## src/rtl/timer_counter_if.sv

```systemverilog
// Bus port of the memory-mapped timer: CPU store/load side signals.
// The CPU drives address, byte enables and write data; the timer returns read data.
interface timer_counter_if;
  logic [31:0] addr;
  logic [3:0]  byteen;
  logic [31:0] wdata;
  logic [31:0] rdata;

  modport master (output addr, output byteen, output wdata, input rdata);
  modport slave  (input addr, input byteen, input wdata, output rdata);
endinterface

```

## src/rtl/timer_counter.sv

```systemverilog
// Memory-mapped down-counting timer with one-shot/periodic modes and a maskable level interrupt.
// Registers: CTRL (EN, MODE, IM), PRESET, COUNT (read-only), plus one reserved word.
module timer_counter #(
  parameter logic [31:0] BASE_ADDR = 32'h0000_7F00
) (
  input  logic            clk,
  input  logic            reset,
  timer_counter_if.slave  bus,
  output logic            irq
);

  typedef enum logic [1:0] {StIdle = 2'd0, StLoad = 2'd1, StCnt = 2'd2, StInt = 2'd3} state_e;

  state_e      state_q, state_d;
  logic [3:0]  ctrl_q, ctrl_d;
  logic [31:0] preset_q, preset_d;
  logic [31:0] count_q, count_d;
  logic        pending_q, pending_d;

  logic        hit, wr_any, wr_ctrl, wr_preset;
  logic        en, periodic, im;
  logic        load_cnt, dec_cnt, int_fire;
  logic        unused_addr;

  assign unused_addr = ^bus.addr[1:0];

  assign en       = ctrl_q[0];
  assign periodic = (ctrl_q[2:1] == 2'b01);
  assign im       = ctrl_q[3];

  assign hit       = (bus.addr[31:4] == BASE_ADDR[31:4]);
  assign wr_any    = hit && (bus.byteen != 4'b0000);
  assign wr_ctrl   = wr_any && (bus.addr[3:2] == 2'd0);
  assign wr_preset = wr_any && (bus.addr[3:2] == 2'd1);

  // FSM state register
  always_ff @(posedge clk or negedge reset) begin
    if (!reset) begin
      state_q <= StIdle;
    end else begin
      state_q <= state_d;
    end
  end

  // FSM next state
  always_comb begin
    state_d = state_q;
    unique case (state_q)
      StIdle: if (en) state_d = StLoad;
      StLoad: state_d = StCnt;
      StCnt: begin
        if (!en) begin
          state_d = StIdle;
        end else if (count_q == 32'd0) begin
          state_d = StInt;
        end
      end
      StInt:  state_d = StIdle;
      default: state_d = StIdle;
    endcase
  end

  // FSM outputs
  always_comb begin
    load_cnt = 1'b0;
    dec_cnt  = 1'b0;
    int_fire = 1'b0;
    unique case (state_q)
      StLoad:  load_cnt = 1'b1;
      StCnt:   dec_cnt  = en && (count_q != 32'd0);
      StInt:   int_fire = 1'b1;
      default: ;
    endcase
  end

  always_comb begin
    ctrl_d = ctrl_q;
    if (int_fire && !periodic) ctrl_d[0] = 1'b0;
    // Bus write wins over the one-shot EN auto-clear; only lane 0 holds CTRL bits.
    if (wr_ctrl && bus.byteen[0]) ctrl_d = bus.wdata[3:0];

    preset_d = preset_q;
    if (wr_preset) begin
      for (int i = 0; i < 4; i++) begin
        if (bus.byteen[i]) preset_d[8*i +: 8] = bus.wdata[8*i +: 8];
      end
    end

    count_d = count_q;
    if (load_cnt) begin
      count_d = preset_q;
    end else if (dec_cnt) begin
      count_d = count_q - 32'd1;
    end

    pending_d = pending_q;
    if (int_fire) begin
      pending_d = 1'b1;
    end else if (pending_q && periodic) begin
      pending_d = 1'b0;
    end
    // Any CTRL write, even with partial byte enables, acknowledges the interrupt.
    if (wr_ctrl) pending_d = 1'b0;
  end

  always_ff @(posedge clk or negedge reset) begin
    if (!reset) begin
      ctrl_q    <= 4'd0;
      preset_q  <= 32'd0;
      count_q   <= 32'd0;
      pending_q <= 1'b0;
    end else begin
      ctrl_q    <= ctrl_d;
      preset_q  <= preset_d;
      count_q   <= count_d;
      pending_q <= pending_d;
    end
  end

  always_comb begin
    bus.rdata = 32'd0;
    if (hit) begin
      unique case (bus.addr[3:2])
        2'd0:    bus.rdata = {28'd0, ctrl_q};
        2'd1:    bus.rdata = preset_q;
        2'd2:    bus.rdata = count_q;
        default: bus.rdata = 32'd0;
      endcase
    end
  end

  assign irq = im && pending_q;

endmodule
```

## src/flat_wrapper.sv

```systemverilog
// flat-port wrapper written by rule: the top's interface ports become plain ports
module timer_counter_flat 
#(
  parameter logic [31:0] BASE_ADDR = 32'h0000_7F00
)
  (clk, reset, irq, bus_addr, bus_byteen, bus_wdata, bus_rdata);
  timer_counter_if bus_i ();
  input  logic clk;
  input  logic reset;
  output logic irq;
  input wire logic [$bits(bus_i.addr)-1:0] bus_addr;
  input wire logic [$bits(bus_i.byteen)-1:0] bus_byteen;
  input wire logic [$bits(bus_i.wdata)-1:0] bus_wdata;
  output wire logic [$bits(bus_i.rdata)-1:0] bus_rdata;
  assign bus_i.addr = bus_addr;
  assign bus_i.byteen = bus_byteen;
  assign bus_i.wdata = bus_wdata;
  assign bus_rdata = bus_i.rdata;
  timer_counter #(.BASE_ADDR(BASE_ADDR)) u_core (.clk(clk), .reset(reset), .bus(bus_i), .irq(irq));
endmodule
```

## config.mk

```make
export PLATFORM = sky130hd
export DESIGN_NAME = timer_counter_flat
export DESIGN_NICKNAME = d
export VERILOG_FILES = /design/src/rtl/timer_counter_if.sv /design/src/rtl/timer_counter.sv /design/src/flat_wrapper.sv
export SDC_FILE = /design/constraint.sdc
export NUM_CORES = 1
export LEC_CHECK = 0
export BUFFER_PORTS_ARGS = -buffer_cell sky130_fd_sc_hd__buf_2
export CAP_MARGIN = 20
export CORE_UTILIZATION = 54
export CTS_CLUSTER_SIZE = 8
export DETAILED_ROUTE_END_ITERATION = 10
export PLACE_DENSITY = 0.82
export SETUP_SLACK_MARGIN = 0.02
export SLEW_MARGIN = 10
export SYNTH_ARGS = -nofsm -noshare
export SYNTH_HDL_FRONTEND = slang
export SYNTH_SLANG_ARGS = --single-unit
```

## constraint.sdc

```tcl
create_clock -name clk -period 3.76 [get_ports clk]
set_clock_uncertainty 0.2 [all_clocks]
set_input_delay 0.188 -clock clk [delete_from_list [all_inputs] [get_ports clk]]
set_output_delay 0.188 -clock clk [all_outputs]
set_load 0.01 [all_outputs]
```

======== Word level (Yosys, flattened, before mapping) ========
Index checks and enable logic that the tools add are counted.
Widths: inputs -> output; s select.
storage, ports and cells
  bits in registers ....................... 71
  input port bits ......................... 70
  output and inout bits ................... 33
  logic and storage cells ................. 57
cells by class
  add/sub/neg operators ................... 1
  equality and inequality tests ........... 9
  multiplexer cells ....................... 16
  reduce and logical (&&, ||, !) cells .... 22
operator list
  operator               count
  $mux 32                3
  $pmux 32 s3            1
  $logic_not 32->1       1
  $reduce_bool 32->1     1
  $sub 32x1->32 const B  1
  $eq 28x11->1 const B   1
  $reduce_and 2->1       5
  $logic_and 1x1->1      8
  $mux 1                 8
  $pmux 2 s4             1
  $eq 2x1->1 const B     3
  $eq 2x2->1 const B     3
  $mux 2                 3
  $logic_not 2->1        2
  $reduce_bool 2->1      2
  $reduce_bool 4->1      1
  $ne 3x3->1 const B     1
  $reduce_bool 3->1      1
  $ne 2x1->1 const B     1
  $logic_not 1->1        1

======== Longest topological paths before layout ========
  depth after elaboration ................. 5
  depth in mapped cells ................... 10
  mapped depth without buffers ............ 7

======== Least setup slack after synthesis ========
No wires, ideal clock.
  path type ............................... register to register
  from .................................... register u_core.count_q[0]
  to ...................................... register u_core.count_q[17]
  setup time .............................. 0.126 ns
  arrival ................................. 2.726 ns
  required time ........................... 3.434 ns
  slack ................................... 0.708 ns
  stages on the path, launching flop included .. 10
  buffers on the path ..................... 2
  clock period less this slack ............ 3.052 ns
  cells stage by stage .................... dfrtp_1 -> inv_1 -> ha_1 -> or3b_2 -> clkbuf_2 -> or3_4 -> o41a_1 -> buf_6 -> mux2_4 -> a221o_1
on the way
  cells in the longest elaborated chain, start to end .. 4
  elaborated cells on any way between the ends .. 7
  classes of those cells .................. add/sub (1); mux (3); reduce/logical (3)
ends and longest elaborated chain
  item                                                   line                  text
  start: declaration                                     timer_counter.sv:17   logic [31:0] count_q, count_d;
  start signal: assignment                               timer_counter.sv:115  count_q <= count_d;
  branches (longest 4 deep; another with $sub 32x1->32)  --
Parallel ways; which one is timed is not known. The select of a mux whose other input is x is not followed.
A chain may end at the register's enable or synchronous reset.

======== Worst setup path in the final report ========
  from .................................... register u_core.count_q[0]
  to ...................................... register u_core.count_q[6]
Same word-level chain as after synthesis.

==> metrics.md <==
| Metric | Value |
|---|---|
| Comb pwr share | `0.067` |
| Buffers inserted by post-CTS timing repair | `0` |
| Crit-path max cell delay | `0.67 ns` |
| Area grow syn2layout | `26.8%` |
| Chip Width | `89.3 um` |
| GPL Wtd Cong | `0.927` |
| Clock transition at path regs | `0.08 ns` |
| CP bufs+invs | `2` |
| Crit path depth | `8` |
| Cts repair resizes | `0` |
| Psw | `0.000339 W` |
| RSZ-0062 raised after global routing | `no` |
| Synth async-reset ratio | `1.00` |
| Critical Path AT | `3.50 ns` |
| Syn avg cell area | `9.47 sq um` |
| Int Pwr | `0.00114 W` |
| Minimum clock period | `3.46 ns` |
| Critical R2R Capture | `u_core.count_q[6]` |
| Fin. Hold Viols | `0` |
| Post-synth EDFFs | `0` |
| H-tree levels | `3` |
| Vias | `4058` |
| Placed inst area | `0.00468 sq mm` |
| Sequential power share | `0.517` |
| Largest net degree at the start of global routing | `72` |
| CP required | `3.80 ns` |
| Peak Freq | `289 MHz` |
| Yosys warns | `0` |
| ANT cells | `0` |
| Total global-route track usage | `0.287` |
| CP Launch Point | `u_core.count_q[0]` |
| Leak pwr | `2.60 nW` |
| DR iter-0 viols | `373` |
| Num Clock Sinks | `71` |
| Crit-path slowest cell | `o41a_1` |
| Vias per std cell | `6.17` |
| Die Y | `89.3 um` |
| Type of element capturing the critical path | `flip-flop` |
| CTS root buffer | `clkbuf_8` |
| Synth Instances | `435` |
| Critical Path Fanout Max | `16` |
| # IOs | `103` |
| Core Area | `0.00733 sq mm` |
| Synth top area share | `0.431` |
| Synth unique cells | `54` |
| Min-delay src | `bus_byteen[3]` |
| Peak VDD IR | `245 uV` |
| Vias in the first global route | `3671` |
| Filler Cell Count | `560` |
| Tightest Pin Transition | `0.895 ns` |
| Multi-input gate area | `0.00216 sq mm` |
| Yosys top cell by area | `dfrtp_1` |
| CTS tree | `built` |
| Pwr Density | `283 mW/mm^2` |
| Reg2reg path depth | `8` |
| Power share of the clock group | `0.417` |
| Hold crit path type | `in -> reg` |
| Max_cap viols | `0` |
| CTS Hold Buffers Added | `34` |
| Final nets | `625` |
| Die area | `0.00798 sq mm` |
| Crit share post-route | `0.921` |
| Storage element area | `0.00178 sq mm` |
| HPWL Detailed | `7530 um` |
| Initial antenna violation count | `0` |
| DRT Wirelength | `11100 um` |
| CP top delay family | `simple AND/OR/NAND/NOR gates` |
| Net Count, Synth | `506` |
| Fin. max-slew vios | `0` |
| First-pass GRT wire length | `17300 um` |
| Ys flop type | `dfrtp_1` |
| Setup_tns | `0 ns` |
| Initial core utilization | `0.562` |
| Kind of critical path | `reg -> reg` |
| Final instance area | `0.00522 sq mm` |
| DR WL/cell | `16.9 um` |
| Post-DRT Antenna Nets | `0` |
| FP Rows | `31` |
| Drt drc | `0` |
| Status | `finished, final reports clean` |
| Detailed Routing Iterations Pass 1 | `5` |
| Critical Path End | `u_core.count_q[6]` |
| Later-pin clock latency in the skew report | `0.36 ns` |
| Total CTS buffers | `9` |
| Layout cell share with drive strength beyond 1 | `0.320` |
| Slew headroom | `0.403` |
| #FFs+latches synth | `71` |
| Grt ovf | `0` |
| Sw frac | `0.230` |
| Worst-path cell chain | `inv_1 > ha_1 > or3b_2 > or3_4 > o41a_1 > buf_4 > mux2i_1 > a221o_1` |
| PortBufs | `100` |
| R2R Setup Slk | `0.30 ns` |
| R2R Path Start | `u_core.count_q[0]` |
| Final setup vio count | `0` |
| CTS Buffer Depth | `2` |
| Sequential-to-total area share from yosys stat | `0.431` |
| Crit start category | `flip-flop` |
| Synth Cell Area | `0.00412 sq mm` |
| Largest cells by area after synthesis | `dfrtp_1, mux2_2, a22oi_1, nor2_1, clkbuf_1` |
kinds of logic after synthesis:
logic type,count (synthesis),share of synthesized area
muxes,45,0.122
adders and majority gates,1,0.00304
AOI/OAI and AO/OA,94,0.173
buffers and inverters,46,0.0474
xor gates and xnor gates,2,0.00425
and+or+nand+nor,176,0.220
DFF,71,0.431
power groups by stage:
| stage | clock [W] | sequential, W | combinational [W] |
|---|---|---|---|
| 3_3_place_gp | 0 | 0.000778 | 0.0000692 |
| 3_5_place_dp | 0 | 0.000778 | 0.0000710 |
| 4_1_cts | 0.000619 | 0.000763 | 0.0000982 |
| 6_report | 0.000615 | 0.000763 | 0.0000982 |
| 5_1_grt | 0.000653 | 0.000763 | 0.000109 |
| 2_1_floorplan | 0 | 0.000778 | 0.0000149 |
cell type report:
type,instances,area share
multi-input cells,318,0.414
flip-flops and latches,71,0.340
repair buffers,146,0.178
clock buffers,10,0.0264
well taps,99,0.0237
clock inverters,6,0.0115
inverters,8,0.00575
synthesized netlist by cell type (5+ instances only):
| cell | number |
|---|---|
| dfrtp_1 | 71 |
| mux2_2 | 36 |
| mux2i_1 | 8 |
| clkbuf_1 | 30 |
| or3_1 | 9 |
| o211ai_1 | 7 |
| and3_1 | 5 |
| a211o_1 | 5 |
| nand3_1 | 19 |
| a21oi_1 | 7 |
| a221o_1 | 7 |
| nor4_1 | 17 |
| nor2_1 | 55 |
| buf_2 | 5 |
| o21ai_0 | 11 |
| a22oi_1 | 30 |
| nor3_1 | 16 |
| inv_1 | 8 |
| or4_1 | 7 |
| a31oi_1 | 5 |
| nand2_1 | 23 |
layer usage:
| metal | up-vias | routed length, um | GRT usage |
|---|---|---|---|
| met5 | - | 0 | 0 |
| met4 | 0 | 294 | 0.137 |
| met3 | 32 | 866 | 0.0526 |
| met2 | 211 | 5250 | 0.466 |
| met1 | 1938 | 4700 | 0.372 |
| li1 | 1877 | - | - |
state kept, by name (all words and copies together), names as in the netlist:
name and count:
u_core.count_q 32, u_core.ctrl_q 4, u_core.pending_q 1, u_core.preset_q 32, u_core.state_q 2
metrics by stage:
stage / cells / hold WS, ns / util / total power, W / setup slack [ns]
3_5_place_dp: 608 / 0.223 / 0.639 / 0.000849 / 0.359
5_1_grt: 658 / 0.0648 / 0.712 / 0.00152 / 0.205
6_report: 658 / 0.0343 / 0.712 / 0.00148 / 0.299
4_1_cts: 658 / 0.0280 / 0.712 / 0.00148 / 0.345
3_3_place_gp: 608 / 0.220 / 0.639 / 0.000847 / 0.431
2_1_floorplan: 435 / -0.308 / - / 0.000793 / 0.708
worst reg2reg max path, stage by stage, from the launching register on:
cell	delay (ns)
dfrtp_1	0.44
inv_1	0.08
ha_1	0.19
or3b_2	0.57
or3_4	0.46
o41a_1	0.67
buf_4	0.32
mux2i_1	0.13
a221o_1	0.30
cells in the final DEF, fill, tap and decap left out, types with 5 or more instances in the layout:
cell	Yosys	layout
buf_2	5	100
dfrtp_1	71	71
nor2_1	55	55
mux2_2	36	36
dlygate4sd3_1	0	34
a22oi_1	30	30
nand2_1	23	23
nand3_1	19	19
nor4_1	17	17
nor3_1	16	16
buf_4	0	12
o21ai_0	11	11
clkbuf_8	0	10
or3_1	9	9
inv_1	8	8
mux2i_1	8	8
a21oi_1	7	7
or4_1	7	7
o211ai_1	7	7
a221o_1	7	7
and3_1	5	5
a31oi_1	5	5
a211o_1	5	5
how the worst min path moves through the flow:
stage                           to  slack [ns]  cells past startpoint
3_3_place_gp   u_core.preset_q[10]        0.22                      2
6_report          u_core.pending_q        0.03                      4
2_1_floorplan    u_core.count_q[0]       -0.31                      0
4_1_cts           u_core.pending_q        0.03                      4
5_1_grt           u_core.pending_q        0.06                      4
3_5_place_dp    u_core.preset_q[9]        0.22                      2
Power figures use the tool's default switching activity.
